## src/rtl/bbtron_pkg.sv

```systemverilog
// Shared types and limits for the bbtron fetch/commit sequencer.
package bbtron_pkg;

  typedef enum logic [2:0] {
    RST      = 3'd0,
    FETCH    = 3'd1,
    WAIT_MEM = 3'd2,
    EXEC     = 3'd3,
    WAIT_IN  = 3'd4,
    HALT     = 3'd5
  } fsm_state_t;

  localparam int unsigned MAX_IMEM_LATENCY = 7;
  localparam int unsigned LAT_CNT_W = 3;

endpackage

```

## src/rtl/next_pc_calc.sv

```systemverilog
// Combinational next-PC selection: jump over branch over sequential.
module next_pc_calc #(
  parameter int ADDR_WIDTH = 16,
  parameter int JUMP_WIDTH = 26
) (
  input  logic [ADDR_WIDTH-1:0] pc_i,
  input  logic                  jump_i,
  input  logic [JUMP_WIDTH-1:0] jump_target_i,
  input  logic                  branch_taken_i,
  input  logic [ADDR_WIDTH-1:0] branch_offset_i,
  output logic [ADDR_WIDTH-1:0] next_pc_o
);

  logic [ADDR_WIDTH-1:0] pc_inc;
  logic                  unused_tgt_hi;

  assign pc_inc = pc_i + ADDR_WIDTH'(1);
  // Only the low address bits of the jump field reach the PC.
  assign unused_tgt_hi = ^jump_target_i[JUMP_WIDTH-1:ADDR_WIDTH];

  always_comb begin
    next_pc_o = pc_inc;
    if (jump_i) begin
      next_pc_o = jump_target_i[ADDR_WIDTH-1:0];
    end else if (branch_taken_i) begin
      next_pc_o = pc_inc + branch_offset_i;
    end
  end

endmodule

```

## src/rtl/fetch_sequencer.sv

```systemverilog
// Multicycle PC and fetch/commit sequencer with halt and input stalls.
module fetch_sequencer
  import bbtron_pkg::*;
#(
  parameter int              ADDR_WIDTH   = 16,
  parameter int              JUMP_WIDTH   = 26,
  parameter int              IMEM_LATENCY = 1,
  parameter [ADDR_WIDTH-1:0] RESET_VECTOR = '0
) (
  input  logic                  clock,
  input  logic                  reset,
  input  logic                  hlt,
  input  logic                  resume,
  input  logic                  in_req,
  input  logic                  in_ack,
  input  logic                  jump,
  input  logic [JUMP_WIDTH-1:0] jump_target,
  input  logic                  branch_taken,
  input  logic [ADDR_WIDTH-1:0] branch_offset,
  output logic [ADDR_WIDTH-1:0] imem_addr,
  output logic [ADDR_WIDTH-1:0] pc_plus1,
  output logic                  commit,
  output logic                  halted,
  output logic [2:0]            state
);

  fsm_state_t             state_q, state_d;
  logic [ADDR_WIDTH-1:0]  pc_q, pc_d;
  logic [LAT_CNT_W-1:0]   cnt_q, cnt_d;
  logic                   in_done_q, in_done_d;
  logic                   halted_q;
  logic [ADDR_WIDTH-1:0]  next_pc;

  next_pc_calc #(
    .ADDR_WIDTH(ADDR_WIDTH),
    .JUMP_WIDTH(JUMP_WIDTH)
  ) u_next_pc (
    .pc_i           (pc_q),
    .jump_i         (jump),
    .jump_target_i  (jump_target),
    .branch_taken_i (branch_taken),
    .branch_offset_i(branch_offset),
    .next_pc_o      (next_pc)
  );

  assign imem_addr = pc_q;
  assign pc_plus1  = pc_q + ADDR_WIDTH'(1);
  assign halted    = halted_q;
  assign state     = state_q;

  always_comb begin
    state_d   = state_q;
    pc_d      = pc_q;
    cnt_d     = cnt_q;
    in_done_d = in_done_q;
    commit    = 1'b0;
    unique case (state_q)
      RST: state_d = FETCH;
      FETCH: begin
        if (IMEM_LATENCY > 1) begin
          state_d = WAIT_MEM;
          cnt_d   = LAT_CNT_W'(IMEM_LATENCY - 2);
        end else begin
          state_d = EXEC;
        end
      end
      WAIT_MEM: begin
        if (cnt_q == '0) state_d = EXEC;
        else             cnt_d   = cnt_q - 1'b1;
      end
      EXEC: begin
        if (hlt) begin
          state_d = HALT;
        end else if (in_req && !in_done_q) begin
          state_d = WAIT_IN;
        end else begin
          commit    = 1'b1;
          pc_d      = next_pc;
          in_done_d = 1'b0;
          state_d   = FETCH;
        end
      end
      WAIT_IN: begin
        if (in_ack) begin
          in_done_d = 1'b1;
          state_d   = EXEC;
        end
      end
      HALT: begin
        // The halt instruction is skipped, never committed.
        if (resume) begin
          pc_d    = pc_plus1;
          state_d = FETCH;
        end
      end
      default: state_d = RST;
    endcase
  end

  always_ff @(posedge clock or posedge reset) begin
    if (reset) begin
      state_q   <= RST;
      pc_q      <= RESET_VECTOR;
      cnt_q     <= '0;
      in_done_q <= 1'b0;
      halted_q  <= 1'b0;
    end else begin
      state_q   <= state_d;
      pc_q      <= pc_d;
      cnt_q     <= cnt_d;
      in_done_q <= in_done_d;
      halted_q  <= (state_d == HALT);
    end
  end

endmodule

```

## config.mk

```make
export PLATFORM = sky130hd
export DESIGN_NAME = fetch_sequencer
export DESIGN_NICKNAME = d
export VERILOG_FILES = /design/src/rtl/bbtron_pkg.sv /design/src/rtl/next_pc_calc.sv /design/src/rtl/fetch_sequencer.sv
export SDC_FILE = /design/constraint.sdc
export NUM_CORES = 1
export LEC_CHECK = 0
export ABC_AREA = 1
export ABC_CLOCK_PERIOD_IN_PS = 2400
export CAP_MARGIN = 15
export CORE_ASPECT_RATIO = 0.7
export CORE_MARGIN = 2
export CORE_UTILIZATION = 35
export DETAILED_ROUTE_END_ITERATION = 8
export HOLD_SLACK_MARGIN = 0.03
export PLACE_DENSITY = 0.66
export SKIP_LAST_GASP = 1
export SYNTH_ARGS = -nofsm -noshare
export SYNTH_HDL_FRONTEND = slang
export SYNTH_SLANG_ARGS = --single-unit
```

## constraint.sdc

```tcl
create_clock -name clock -period 2.4 [get_ports clock]
set_input_delay 0.48 -clock clock [delete_from_list [all_inputs] [get_ports clock]]
set_output_delay 0.48 -clock clock [all_outputs]
set_load 0.005 [all_outputs]
```

Word-level counts from Yosys, hierarchy flattened
Index checks and enable logic that the tools add are counted.
W data, S select, Z words.
{"block": "word_totals", "ff_bits": 24, "input_bits": 50, "output_inout_bits": 37, "elab_cells": 47}
{"block": "op_classes", "n_addsub": 3, "n_eq_ne": 10, "mux": 19, "n_bitwise": 1, "n_reduce_logical": 9}
{"cell": "$mux W16", "n": 5}
{"cell": "$pmux W16 S2", "n": 1}
{"cell": "$pmux W3 S6", "n": 1}
{"cell": "$add A16 B1 Y16 const B", "n": 1}
{"cell": "$add A16 B16 Y16", "n": 1}
{"cell": "$mux W3", "n": 5}
{"cell": "$eq A3 B3 Y1 const B", "n": 3}
{"cell": "$ne A2 B2 Y1 const B", "n": 4}
{"cell": "$reduce_and A4 Y1", "n": 2}
{"cell": "$eq A3 B2 Y1 const B", "n": 2}
{"cell": "$logic_not A3 Y1", "n": 2}
{"cell": "$mux W1", "n": 6}
{"cell": "$reduce_bool A2 Y1", "n": 2}
{"cell": "$eq A3 B1 Y1 const B", "n": 1}
{"cell": "$sub A3 B1 Y3 const B", "n": 1}
{"cell": "$pmux W1 S2", "n": 1}
{"cell": "$reduce_and A2 Y1", "n": 1}
{"cell": "$logic_and A1 B1 Y1", "n": 1}
{"cell": "$logic_not A1 Y1", "n": 1}
{"cell": "$not A1 Y1", "n": 1}

Longest topological paths before layout
Gate-level depths: netlist (run 1).
{"block": "logic_depth", "depth_word": 7, "mapped_depth": 21, "mapped_depth_nobuf": 21}

Cells and area by module
From an unflattened synthesis (run 1), not the netlist that was laid out.
{"block": "unflattened", "hier_cells": 561, "hier_area_um2": 3305.7}
{"mod": "fetch_sequencer", "instances": 1, "cells_each": 258, "area_each_um2": 1699.1}
{"mod": "next_pc_calc", "instances": 1, "cells_each": 303, "area_each_um2": 1606.5}

Worst setup path before layout (run 1)
OpenSTA, ideal clock, no wires.
{"block": "synth_path", "path_type": "register to register", "from": "register pc_q[0] (netlist: imem_addr[0])", "to": "register pc_q[13] (netlist: imem_addr[13])", "setup_ns": 0.117, "arrival_time_ns": 2.438, "required_ns": 2.283, "slack_ns": -0.154, "path_stages_with_launch": 20, "path_cell_list": "dfrtp_1 -> ha_1 -> nand3_1 -> nor2_1 -> or2_2 -> nand2_1 -> inv_1 -> ha_1 -> nand2_1 -> inv_1 -> a21oi_1 -> nor2_1 -> nor3_1 -> nand2_1 -> nand2_1 -> nand3_1 -> nand2_1 -> nand2_1 -> nand2_1 -> nand2_1"}
{"block": "synth_via", "elab_chain_len": 7, "word_cells_on_any_way": 8, "classes_between": "2 x add/sub; 6 x mux"}
{"item": "start, declared", "line_no": "fetch_sequencer.sv:28", "text": "logic [ADDR_WIDTH-1:0] pc_q, pc_d;"}
{"item": "start signal, assigned", "line_no": "fetch_sequencer.sv:109", "text": "pc_q <= pc_d;"}
{"item": "$add A16 B1 Y16", "line_no": "fetch_sequencer.sv:47", "text": "assign pc_plus1 = pc_q + ADDR_WIDTH'(1);"}
{"item": "named net pc_plus1[8]", "line_no": "fetch_sequencer.sv:21", "text": "output logic [ADDR_WIDTH-1:0] pc_plus1,"}
{"item": "$add A16 B16 Y16", "line_no": "next_pc_calc.sv:26", "text": "next_pc_o = pc_inc + branch_offset_i;"}
{"item": "$mux W16", "line_no": "next_pc_calc.sv:25", "text": "end else if (branch_taken_i) begin"}
{"item": "$mux W16", "line_no": "next_pc_calc.sv:23", "text": "if (jump_i) begin"}
{"item": "$mux W16", "line_no": "fetch_sequencer.sv:74", "text": "end else if (in_req && !in_done_q) begin"}
{"item": "$mux W16", "line_no": "fetch_sequencer.sv:72", "text": "if (hlt) begin"}
{"item": "$pmux W16 S2", "line_no": "fetch_sequencer.sv:57", "text": "unique case (state_q)"}
The timed path passes the listed nets, and every way through them passes these cells. The select of a mux whose other input is x is not followed.
A chain may end at the register's enable or synchronous reset.

Final worst setup path (run 1)
{"block": "layout_path", "from": "register pc_q[2] (netlist: imem_addr[2])", "to": "register pc_q[15] (netlist: imem_addr[15])"}
{"block": "layout_via", "elab_chain_len": 7, "word_cells_on_any_way": 8, "classes_between": "2 x add/sub; 6 x mux"}
{"item": "$add A16 B1 Y16 *", "line_no": "next_pc_calc.sv:17, fetch_sequencer.sv:47"}
{"item": "$add A16 B16 Y16", "line_no": "next_pc_calc.sv:26"}
{"item": "$mux W16", "line_no": "next_pc_calc.sv:25"}
{"item": "$mux W16", "line_no": "next_pc_calc.sv:23"}
{"item": "$mux W16", "line_no": "fetch_sequencer.sv:74"}
{"item": "$mux W16", "line_no": "fetch_sequencer.sv:72"}
{"item": "$pmux W16 S2 *", "line_no": "fetch_sequencer.sv:57"}
Mark *: on every way between the ends. The rest lies on a longest branch, timed or not. The select of a mux whose other input is x is not followed.

==> results.toml, run 1 <==
[run_status]
outcome = "complete, but fails checks"
violations = "setup timing"

[finish]
n_antenna_cell = 0
fin_util_pct = 67.7
layout-drive-gt1-share_pct = 38.8
area_growth_syn_to_layout_pct = 85.1
n_fill_cell = 618
multi_input_area_mm2 = 0.00231
nets = 688
regArea_um2 = 607

[pwr]
p_switching_w = 0.00290
pwr-share-clk_pct = 5.7
intPower_w = 0.00354
p_leak_nw = 2.48
power_density_mw_per_mm2 = 1290
seq_power_share_pct = 11.9
peakVddDrop_v = 0.000809
p_comb_share_pct = 82.4
switching_share_pct = 45.0
power.total_w = 0.00644

[grt]
grt_use_met3_pct = 3.19
met2_usage_pct = 38.6
grt_pass1_vias = 3419
busiest_layer = "met2"
grt_pass1_wl_um = 15900
track_usage_pct = 23.6
overflow = 0
grtUsageMet1_pct = 33.1
antenna_found_initial = 0
grt_max_degree = 25

[synthesis]
synthTopCellsByCount = "nand2_1 (139), inv_1 (64), nor2_1 (30)"
synth_top_area_share_pct = 22.2
synth_warnings = 0
ys_ff_latch = 24
syn-num-nets = 505
synth-edff-count = 0
yosysSeqAreaShare_pct = 22.2
yosysMostFrequentCell = "nand2_1"
yosys.cell_types.count = 38
ys.flop_type = "dfrtp_1"
syn_inst = 432
yosys.area.top_type = "dfrtp_1"
avgSynthCellArea_um2 = 6.25
yosys-top-cells-area = "dfrtp_1 (22%), nand2_1 (19%), ha_1 (10%), inv_1 (8.9%), nand3_1 (5.0%)"
async_flop_share_pct = 100
syn_area_mm2 = 0.00270

[detailed_routing]
wl_per_cell_um = 14.0
vias_per_cell = 4.96
dr_total_vias = 3532
drt_iter0_markers = 210
drtAntennaViolNets = 0
drt_pass1_iterations = 5
wl_um = 9990
drcViolationCount = 0

[critical_path]
r2r-start = "imem_addr[2]"
r2r_slack_ps = -250
crit_path_start_kind = "register"
setup.worst_path.start = "imem_addr[2]"
endpoint_kind = "register"
worstSetupPathType = "reg2reg"
reg2reg_depth = 20
worstPathRequired_ps = 2570
critPathArrivalTime_ps = 2820
path_max_fanout = 4
cp-endpoint = "imem_addr[15]"
timing.rr.end = "imem_addr[15]"

[clock_tree]
cts_buffers = 3
insertion_delay_ps = 280
clk_pin_slew_ps = 90
root_buffer = "clkbuf_8"
clock_path_buffers = 2
cts_htree_levels = 1
cts_tree = "done"
cts.sinks = 24
cts_hold_buffers = 0

[die]
die_height_um = 77.5
dieArea_mm2 = 0.00845
std_cell_rows = 26
top_level_ports = 87
coreArea_mm2 = 0.00738
initial_utilization_pct = 36.6
die_x_um = 109

[place]
dp_slack_ps = -333
io_buffers = 76
gp_congestion = 0.934
dpl.hpwl_um = 7450

[sta]
finalCritPeriodShare_pct = 111
maxSlewViolCount = 0
hold_violations = 0
slew-limit-headroom_pct = 66.5
max_freq_mhz = 377
setup-violations-final = 14
setup_ws_ps = -254
grt_setup_unrepaired = "yes"
setup_tns_ps = -1750
skew_ps = 8.33
worstMarginPinSlew_ps = 499
fin_crit_ps = 2650

[worst_hold_path]
hp-class = "reg2reg"

[flow_run]
maxCapViolCount = 0
cells by family after synthesis:
| logic type | count (synthesis) | synth area share, % |
|---|---|---|
| adders and majority gates | 23 | 10.9 |
| and+or+nand+nor | 225 | 36.0 |
| DFF | 24 | 22.2 |
| buffers and inverters | 77 | 11.7 |
| xor gates and xnor gates | 12 | 4.17 |
| AOI/OAI and AO/OA | 71 | 15.0 |
registers in the layout, summed over array words and instances, names as in the netlist:
register / flops
imem_addr: 16
state: 3
in_done_q: 1
halted: 1
cnt_q: 3
worst min path at each step:
stage                        start            to  slack (ps)  cells after the start
final                     cnt_q[1]      cnt_q[1]         520                      2
after global routing         reset  imem_addr[0]         570                      3
after CTS                 cnt_q[1]      cnt_q[1]         520                      2
after detailed placement  cnt_q[1]      cnt_q[1]         490                      2
after global placement    cnt_q[1]      cnt_q[1]         470                      2
after floorplan           cnt_q[1]      cnt_q[1]         450                      2
metrics by stage:
| stage | cells | hold WS [ps] | cell area, µm² |
|---|---|---|---|
| floorplan | 432 | 453 | 2770 |
| global placement | 670 | 473 | 4140 |
| detailed placement | 670 | 490 | 4140 |
| CTS | 705 | 519 | 4770 |
| global route | 712 | 565 | 5000 |
| finish | 712 | 521 | 5000 |
cell type report:
cell class                      instances  area share [%]
Sequential cell                        24            12.1
Clock buffer                            3           0.826
Tap cell                               98            2.45
Timing Repair Buffer                  187            32.6
Inverter                               68            5.16
Multi-Input combinational cell        331            46.2
Clock inverter                          1           0.601
critical path: stages (launching register included):
cell and delay [ps]:
dfrtp_2 400, buf_6 110, nand2_4 50, nor2_4 170, nand4_1 160, buf_4 170, o21bai_1 130, nand2_1 100
inv_2 80, ha_1 270, nand2_4 100, nor2_4 40, buf_4 120, a21oi_2 160, nand2_1 70, nand2_1 80
nand4_1 90, nand3_1 90, nand2_1 60, nand2_1 50, nand2_1 50
repair_timing:
| action | 4_1_cts | 5_1_grt |
|---|---|---|
| pin swaps | 52 | 32 |
| buffers inserted | 33 | 9 |
| gates resized for setup | 101 | 60 |
| setup endpoints to repair | 27 | 27 |
power by group through the flow:
stage	logic (W)	clock network [W]	registers, W
floorplan	0.00196	0	0.000797
global placement	0.00390	0	0.000733
detailed placement	0.00399	0	0.000743
CTS	0.00479	0.000368	0.000753
global route	0.00579	0.000390	0.000787
finish	0.00531	0.000364	0.000768
metal layers:
metal | up-vias | part of all wire, %
met1 | 1639 | 44
met4 | 0 | 1.2
li1 | 1745 | -
met2 | 138 | 48
met3 | 10 | 7.7
met5 | - | 0
cells in the final DEF (no fill, tap or decap), types with 3 or more instances in the layout:
| master | synthesis | layout |
|---|---|---|
| clkbuf_8 | 0 | 3 |
| nand3_1 | 27 | 21 |
| nor3_4 | 1 | 3 |
| o211ai_1 | 6 | 6 |
| nor2_4 | 2 | 7 |
| nor2_1 | 30 | 22 |
| o21ai_1 | 3 | 8 |
| inv_2 | 4 | 17 |
| nand4_1 | 6 | 6 |
| nand2_1 | 139 | 110 |
| dfrtp_1 | 24 | 19 |
| nand2_4 | 1 | 5 |
| dfrtp_2 | 0 | 5 |
| buf_6 | 3 | 16 |
| o21ai_0 | 24 | 15 |
| o22ai_1 | 3 | 3 |
| nand3b_1 | 3 | 3 |
| ha_4 | 0 | 12 |
| buf_4 | 0 | 97 |
| clkdlybuf4s50_1 | 0 | 63 |
| nand3_2 | 0 | 4 |
| a21oi_2 | 0 | 10 |
| xor2_1 | 9 | 3 |
| xor2_2 | 1 | 5 |
| clkbuf_2 | 0 | 3 |
| dlygate4sd2_1 | 0 | 4 |
| nor2_2 | 2 | 5 |
| o21ai_2 | 3 | 5 |
| inv_1 | 64 | 50 |
| ha_1 | 22 | 10 |
| a21oi_1 | 24 | 14 |
| nand2_2 | 0 | 25 |
Note: power is estimated with default switching activity, not from simulation.
==> run 2, diff against run 1 <==
--- a/config.mk
+++ b/config.mk
@@ -14,7 +14,9 @@
 export DETAILED_ROUTE_END_ITERATION = 8
 export HOLD_SLACK_MARGIN = 0.03
 export PLACE_DENSITY = 0.66
+export SETUP_SLACK_MARGIN = 0.4
 export SKIP_LAST_GASP = 1
 export SYNTH_ARGS = -nofsm -noshare
 export SYNTH_HDL_FRONTEND = slang
 export SYNTH_SLANG_ARGS = --single-unit
+export TNS_END_PERCENT = 5
==> run 2 against run 1 <==
  * The run still ends with setup timing left
  * Register-to-register slack barely moved
  * Global-route usage fell by 1.6 points
  * Critical path depth fell by 12
  * Clock-buffer cell count did not move
  * Fmax barely moved
  * Clock power rose by 1%
  * Sequential power fell by 2%
==> results.toml, run 2 (synthesized netlist as in run 1, its figures left out) <==
[critical_path]
crit_slowest_cell = "dfrtp_1"
cp_common_cell = "buf_4"
path_max_fanout = 4
setup.worst_path.start = "imem_addr[1]"
crit_path_start_kind = "register"
worstPathRequired_ps = 1920
r2r-start = "imem_addr[5]"
cpPeakStageDelay_ps = 450
worstSetupPathType = "reg2out"
cp_cell_sequence = "ha_4 > buf_4 > nand2_1 > nor2_1 > xnor2_1 > inv_1 > buf_4 > clkdlybuf4s50_1"
critPathArrivalTime_ps = 2180
endpoint_kind = "output port"

[worst_hold_path]
hp-class = "reg2reg"
hold_start = "cnt_q[1]"

[die]
die_x_um = 109
coreArea_mm2 = 0.00738
std_cell_rows = 26
dieArea_mm2 = 0.00845
top_level_ports = 87
die_height_um = 77.5
initial_utilization_pct = 36.6

[sta]
grt_setup_unrepaired = "yes"
worstMarginPinSlew_ps = 423
fin_crit_ps = 2660
setup_tns_ps = -3590
skew_ps = 13.6
finalCritPeriodShare_pct = 111
slew-limit-headroom_pct = 71.6
setup-violations-final = 24
hold_violations = 0
setup_ws_ps = -256
max_freq_mhz = 376
maxSlewViolCount = 0

[clock_tree]
cts_buffers = 3
clk_pin_slew_ps = 100
cts_hold_buffers = 0
root_buffer = "clkbuf_8"
cts.sinks = 24
clock_path_buffers = 2
cts_tree = "done"
cts_htree_levels = 1
insertion_delay_ps = 280

[detailed_routing]
drt_iter0_markers = 218
wl_um = 9300
drt_pass1_iterations = 4
drcViolationCount = 0
vias_per_cell = 4.90
dr_total_vias = 3350
wl_per_cell_um = 13.6
drtAntennaViolNets = 0

[flow_run]
maxCapViolCount = 0

[run_status]
outcome = "complete, but fails checks"
violations = "setup timing"

[finish]
n_antenna_cell = 0
n_fill_cell = 654
area_growth_syn_to_layout_pct = 67.6
layout-drive-gt1-share_pct = 26.3
largest_reg_flops = 16
final_cell_mix = "nand2_1 (128), buf_4 (79), clkdlybuf4s50_1 (74)"
final_common_cell = "nand2_1"
nets = 660

[pwr]
switching_share_pct = 44.8
p_comb_share_pct = 79.8
p_leak_nw = 2.26
power_density_mw_per_mm2 = 1230
peakVddDrop_v = 0.000737
power.total_w = 0.00556
p_switching_w = 0.00249
seq_power_share_pct = 13.6
pwr-share-clk_pct = 6.6
intPower_w = 0.00307

[grt]
track_usage_pct = 22.0
grt_pass1_wl_um = 14900
overflow = 0
grt_max_degree = 25
grt_pass1_vias = 3188
antenna_found_initial = 0

[place]
io_buffers = 76
dpl.hpwl_um = 7520
gp_congestion = 0.923
[run 2: cell count changes in the layout (fill, tap and decap cells not counted), moves of 6 or more]
| cell | previous run | this run |
|---|---|---|
| o21ai_0 | 15 | 21 |
| nand2_1 | 110 | 128 |
| clkdlybuf4s50_1 | 63 | 74 |
| nor2_1 | 22 | 28 |
| buf_6 | 16 | 4 |
| inv_2 | 17 | 10 |
| inv_1 | 50 | 58 |
| buf_4 | 97 | 79 |
| nand2_2 | 25 | 9 |
[run 2: layout make-up]
type	count	area, µm²	area share (%)
Timing Repair Buffer	159	1400	30.8
Clock inverter	1	30.0	0.663
Multi-Input combinational cell	331	2080	45.9
Tap cell	98	123	2.71
Inverter	68	255	5.64
Sequential cell	24	606	13.4
Clock buffer	3	41.3	0.912
[run 2: worst max-delay path: cells and delay by family (launching register included)]
| family | cells | cell delay, ps |
|---|---|---|
| simple gates | 2 | 130 |
| flops | 1 | 450 |
| buf+inv | 4 | 890 |
| xor+xnor | 1 | 220 |
| fa+ha+maj | 1 | 210 |
[run 2: path summary, 6_finish.rpt]
kind / slack, ps / to / depth (start not counted)
max in group asynchronous: 1590 / imem_addr[7] / 3
setup / recovery: -260 / pc_plus1[14] / 8
hold / removal: 500 / cnt_q[1] / 2
min in group asynchronous: 550 / cnt_q[1] / 3
setup reg to reg: -240 / imem_addr[12] / 16
hold reg to reg: 500 / cnt_q[1] / 2
[run 2: timing repair]
| item | 4_1_cts | 5_1_grt |
|---|---|---|
| gates resized for setup | 20 | 26 |
| pin swaps | 14 | 20 |
| buffers inserted | 6 | 3 |
| endpoints found under the setup margin | 30 | 31 |
[run 2: power groups by stage]
stage | clock network [W] | logic [W] | registers (W)
2_1_floorplan | 0 | 0.00201 | 0.000806
3_3_place_gp | 0 | 0.00397 | 0.000747
3_5_place_dp | 0 | 0.00405 | 0.000754
4_1_cts | 0.000369 | 0.00423 | 0.000750
5_1_grt | 0.000386 | 0.00489 | 0.000780
6_report | 0.000368 | 0.00444 | 0.000755
[run 2: metal layers]
layer  track usage, %  part of all wire, %  vias to the layer above
li1                 -                    -                     1696
met1             31.8                   49                     1561
met2             35.4                   46                       85
met3             3.36                  4.9                        8
met4             2.69                 0.45                        0
met5                0                    0                        -
[run 2: stage by stage]
stage	hold slack [ps]	cell area, µm²	instances	setup WS, ps	utilization [%]
3_5_place_dp	481	4190	671	-335	56.7
6_report	505	4530	684	-256	61.3
3_3_place_gp	473	4190	671	-282	56.7
2_1_floorplan	453	2810	432	28.5	-
5_1_grt	530	4530	684	-414	61.3
4_1_cts	503	4380	681	-261	59.3
==> run 3, diff against run 2 <==
--- a/config.mk
+++ b/config.mk
@@ -10,10 +10,10 @@
 export CAP_MARGIN = 15
 export CORE_ASPECT_RATIO = 0.7
 export CORE_MARGIN = 2
-export CORE_UTILIZATION = 35
+export CORE_UTILIZATION = 43
 export DETAILED_ROUTE_END_ITERATION = 8
 export HOLD_SLACK_MARGIN = 0.03
-export PLACE_DENSITY = 0.66
+export PLACE_DENSITY = 0.78
 export SETUP_SLACK_MARGIN = 0.4
 export SKIP_LAST_GASP = 1
 export SYNTH_ARGS = -nofsm -noshare
==> run 3 against run 2 <==
  * The flow still finishes with violations (setup timing)
  * Register-to-register slack got worse by 40 ps
  * Highest routed layer unchanged
  * Worst setup slack got worse by 71 ps
  * Largest power group unchanged
  * Utilization rose by 14 points
==> results.toml, run 3 (synthesized netlist as in run 1, its figures left out) <==
[run_status]
outcome = "complete, but fails checks"
violations = "setup timing"

[critical_path]
r2r-start = "imem_addr[4]"
worstPathRequired_ps = 1920
worstSetupPathType = "reg2out"
path_max_fanout = 3
crit_slowest_cell = "clkdlybuf4s50_1"
crit_path_start_kind = "register"
endpoint_kind = "output port"
cpPeakStageDelay_ps = 490
path_buf_inv = 3
critPathArrivalTime_ps = 2250
cp_common_cell = "buf_4"
setup.worst_path.start = "imem_addr[5]"
cp_top_family = "simple AND/OR/NAND/NOR gates"
cp_cell_sequence = "buf_4 > nand2_1 > nor3_4 > nand3_1 > or2_1 > nand2_2 > buf_4 > clkdlybuf4s50_1"

[finish]
nets = 665
fin_cells = 669
layout-drive-gt1-share_pct = 28.8
final_common_cell = "nand2_1"
final_cell_mix = "nand2_1 (126), buf_4 (83), clkdlybuf4s50_1 (73)"
area_growth_syn_to_layout_pct = 70.8
n_antenna_cell = 0
largest_reg_flops = 16
fin_util_pct = 74.9

[detailed_routing]
wl_per_cell_um = 14.8
drt_pass1_iterations = 5
drt_iter0_markers = 280
vias_per_cell = 5.29
drcViolationCount = 0
drtAntennaViolNets = 0
dr_total_vias = 3537
wl_um = 9890

[clock_tree]
clock_path_buffers = 2
cts_hold_buffers = 0
root_buffer = "clkbuf_8"
cts_tree = "done"
insertion_delay_ps = 270
cts_htree_levels = 1
cts.sinks = 24
clk_pin_slew_ps = 90
cts_buffers = 3

[die]
die_height_um = 70.3
coreArea_mm2 = 0.00616
std_cell_rows = 24
top_level_ports = 87
initial_utilization_pct = 43.9
die_x_um = 98.7
dieArea_mm2 = 0.00694

[place]
gp_congestion = 0.968
io_buffers = 76
dp_cells = 649
dpl.hpwl_um = 7340

[sta]
finalCritPeriodShare_pct = 114
grt_setup_unrepaired = "yes"
fin_crit_ps = 2730
maxSlewViolCount = 0
hold_violations = 0
skew_ps = 6.24
setup_tns_ps = -4130
max_freq_mhz = 367
timing.hold.ws_ps = 509
worstMarginPinSlew_ps = 472
setup_ws_ps = -327
setup-violations-final = 24
slew-limit-headroom_pct = 68.3

[pwr]
p_leak_nw = 2.31
peakVddDrop_v = 0.000913
power_density_mw_per_mm2 = 1250
switching_share_pct = 45.2
intPower_w = 0.00317
seq_power_share_pct = 13.2
p_switching_w = 0.00262
p_comb_share_pct = 80.6
power.total_w = 0.00579
pwr-share-clk_pct = 6.2

[flow_run]
maxCapViolCount = 0

[worst_hold_path]
hold_start = "cnt_q[1]"
hp-class = "reg2reg"

[grt]
grt_pass1_vias = 3408
track_usage_pct = 27.3
grt_pass1_wl_um = 15600
antenna_found_initial = 0
overflow = 0
grt_max_degree = 25
## run 3: layer usage
layer  share of wire, %  up-vias  global-route usage, %
met5                  0        -                      0
met4                2.1        0                   5.18
met3                7.0       30                   4.90
met2                 47      158                   46.9
met1                 44     1644                   36.4
li1                   -     1705                      -
## run 3: path summary, 6_finish.rpt
check | cells after the start | to | slack (ps)
worst max-delay path | 8 | pc_plus1[10] | -330
worst max register to register | 22 | imem_addr[15] | -280
worst min register to register | 2 | cnt_q[1] | 510
worst min-delay path | 2 | cnt_q[1] | 510
min in group asynchronous | 3 | cnt_q[2] | 550
max in group asynchronous | 3 | imem_addr[0] | 1580
## run 3: what timing repair did
item	CTS	global route
resized for setup	20	41
pin swaps	14	29
setup buffers	11	5
setup endpoints to repair	30	30
hold endpoints to repair	0	0
cloned	0	0
## run 3: power by group through the flow
stage | sequential (W) | clock [W] | combinational [W]
after floorplan | 0.000806 | 0 | 0.00201
after global placement | 0.000754 | 0 | 0.00390
after detailed placement | 0.000762 | 0 | 0.00401
after CTS | 0.000748 | 0.000364 | 0.00427
after global routing | 0.000784 | 0.000375 | 0.00511
final | 0.000764 | 0.000360 | 0.00466
## run 3: final cells by class
type	instances	area [µm²]
timing repair buffer	164	1440
fill	469	1540
sequential	24	604
multi-input combinational	331	2140
clock inverter	1	30.0
tap	78	97.6
clock buffer	3	41.3
inverter	68	255
## run 3: worst register-to-register path, stage by stage, from the launching register on
cell and delay, ps:
dfrtp_1 400, buf_6 120, nand2_1 60, nor2_2 120, buf_4 130, nand2_4 70, nor2_4 140, nand3_2 110
xor2_2 200, inv_2 100, ha_4 290, nand2_4 60, nor2_4 100, and3_4 190, nand2_2 60, nand2_1 60
nand2_1 60, nand3_1 70, nand2_1 50, nand3_1 60, nand2_1 50, nand2_1 50, nand2_1 40
## run 3: through the flow
step | setup slack, ps | instance area (µm²)
after floorplan | 28.5 | 2810
after global placement | -281 | 4150
after detailed placement | -361 | 4150
after CTS | -249 | 4370
after global routing | -482 | 4610
final | -327 | 4610
==> RTL change (config.mk and constraints of run 2) <==
`ADDR_WIDTH` is set to 16 in 2 places; all go to 17.
--- a/src/rtl/next_pc_calc.sv
+++ b/src/rtl/next_pc_calc.sv
@@ -1,6 +1,6 @@
 // Combinational next-PC selection: jump over branch over sequential.
 module next_pc_calc #(
-  parameter int ADDR_WIDTH = 16,
+  parameter int ADDR_WIDTH = 17,
   parameter int JUMP_WIDTH = 26
 ) (
   input  logic [ADDR_WIDTH-1:0] pc_i,
--- a/src/rtl/fetch_sequencer.sv
+++ b/src/rtl/fetch_sequencer.sv
@@ -2,7 +2,7 @@
 module fetch_sequencer
   import bbtron_pkg::*;
 #(
-  parameter int              ADDR_WIDTH   = 16,
+  parameter int              ADDR_WIDTH   = 17,
   parameter int              JUMP_WIDTH   = 26,
   parameter int              IMEM_LATENCY = 1,
   parameter [ADDR_WIDTH-1:0] RESET_VECTOR = '0
Ports: changed (resized branch_offset, imem_addr and pc_plus1); port bits go from 87 to 90. No check against the original RTL was run, so the function may have changed too.
==> RTL change against run 2 <==
- the run still ends with negative setup slack left
- power is 6.8% higher
- count of clock-buffer cells in the layout is 1 higher
- final area is 5.9% higher
- sequential cell count is 1 higher
- final cell count is 8.3% higher
- routed wire length is 10% higher
- setup slack better by 0.014 ns
- sequential power is 10% higher
- area after synthesis is 6.5% higher
- combinational power is 6.3% higher
- critical path depth is 14 higher
- largest cell class unchanged
==> RTL change: results (changes against run 2) <==
failing checks=negative setup slack; Total Negative Setup Slacks=-4.135 ns (-0.5449 ns); Reg2Reg Depth=22 (+6); root buffer cell=clkbuf_16; Critical Path Max Stage Delay=0.41 ns (-0.04 ns); largest net degree at the start of global routing=26 (+4.0%); Final WS setup=-0.2424 ns (+0.01396 ns); largest cells by area after synthesis=dfrtp_1 (22%), nand2_1 (21%), ha_1 (8.7%), inv_1 (8.5%), a21oi_1 (4.9%); 1st-iter DRT viols=178 (-18%); metal2 WL=4.682 mm (+9.8%); crit path DAT=2.80 ns (+0.62 ns); final setup vio count=28 (+17%); DRT met1 WL=4.838 mm (+6.6%); first-pass GRT wire length=16.76 mm (+13%); M1 GR Usage=30.67% (-1.1 points); DRT Pass-1 Iters=5 (+1); Leakage=2.491 nW (+10%); most common library cells after synthesis=nand2_1 (160), inv_1 (65), nor2_1 (31); synth unique cells=42 (+11%); vias in the first global route=3636 (+14%); GRT met3 Usage=3.872% (+0.51 points); worst hold slack=0.5072 ns (+0.002727 ns); Worst path slowest cell=dfrtp_1; Power Density=1238 nW/um2 (+0.76%); clock skew=0.004188 ns (-0.009418 ns); Mean Syn Cell Area=6.160 um2 (-1.5%); net count after synthesis=539 (+6.7%); DP Worst Slack=-0.3546 ns (-0.01971 ns); Main synth FF type=dfrtp_1; nets@finish=713 (+8.0%); peak supply drop=0.6743 mV (-8.5%); IO Port Bufs=80 (+5.3%); diode count=0 (unchanged); outcome=finished with violations; met3 wire length=603 um (+33%); vias=3632 (+8.4%); met2 usage=40.18% (+4.8 points); Worst R2R End=imem_addr[16]$_DFFE_PP0P_; share of cells above drive strength 1=27.34% (+1.1 points); actual slew at the worst max-slew pin=0.4168 ns (-0.005692 ns); Placed Area=4512 um2 (+7.7%); post-synthesis sequential area ratio=21.75% (-0.48 points); Top Family by Delay on Critical Path=simple AND/OR/NAND/NOR gates; DP HPWL=8.281 mm (+10%); Total GRT Usage=23.20% (+1.2 points); Critical Path Sink=imem_addr[16]$_DFFE_PP0P_; DR vias/cell=4.901 (about the same); max reg flops=17 (+1); RePlAce Congestion=0.8947 (-3.0%); clock transition at the registers of the reported paths=0.07 ns (-0.03 ns); crit-path max FO=3 (-1)
RTL change: cell count changes in the layout (fill, tap and decap cells not counted), sizes merged, moves of 3 or more:
cell / run 2 / this run
or2: 5 / 2
inv: 68 / 74
a21oi: 24 / 28
dlygate4sd2: 2 / 5
a21o: 1 / 4
o21ai: 30 / 25
buf: 83 / 97
nand2: 140 / 162
nor2: 34 / 40
RTL change: cell families after synthesis:
kind of cell	share of synthesized area (%)
XOR/XNOR	5.089
adder cells (fa/ha/maj)	9.395
AO/OA/AOI/OAI	14.88
buffers and inverters	11.05
flip-flops	21.75
AND/OR/NAND/NOR	37.84
RTL change: layout make-up:
class                      count  area, um2
clock buffer                   4      78.83
fill                         772       3109
inverter                      75      284.0
multi-input combinational    359       2151
sequential                    25      625.6
tap                          101      126.4
timing repair buffer         177       1530
RTL change: what timing repair did:
| action | CTS | global route |
|---|---|---|
| endpoints found under the setup margin | 32 | 34 |
| gates resized for setup | 39 | 5 |
| setup buffers | 6 | 1 |
| pin swaps | 21 | 1 |
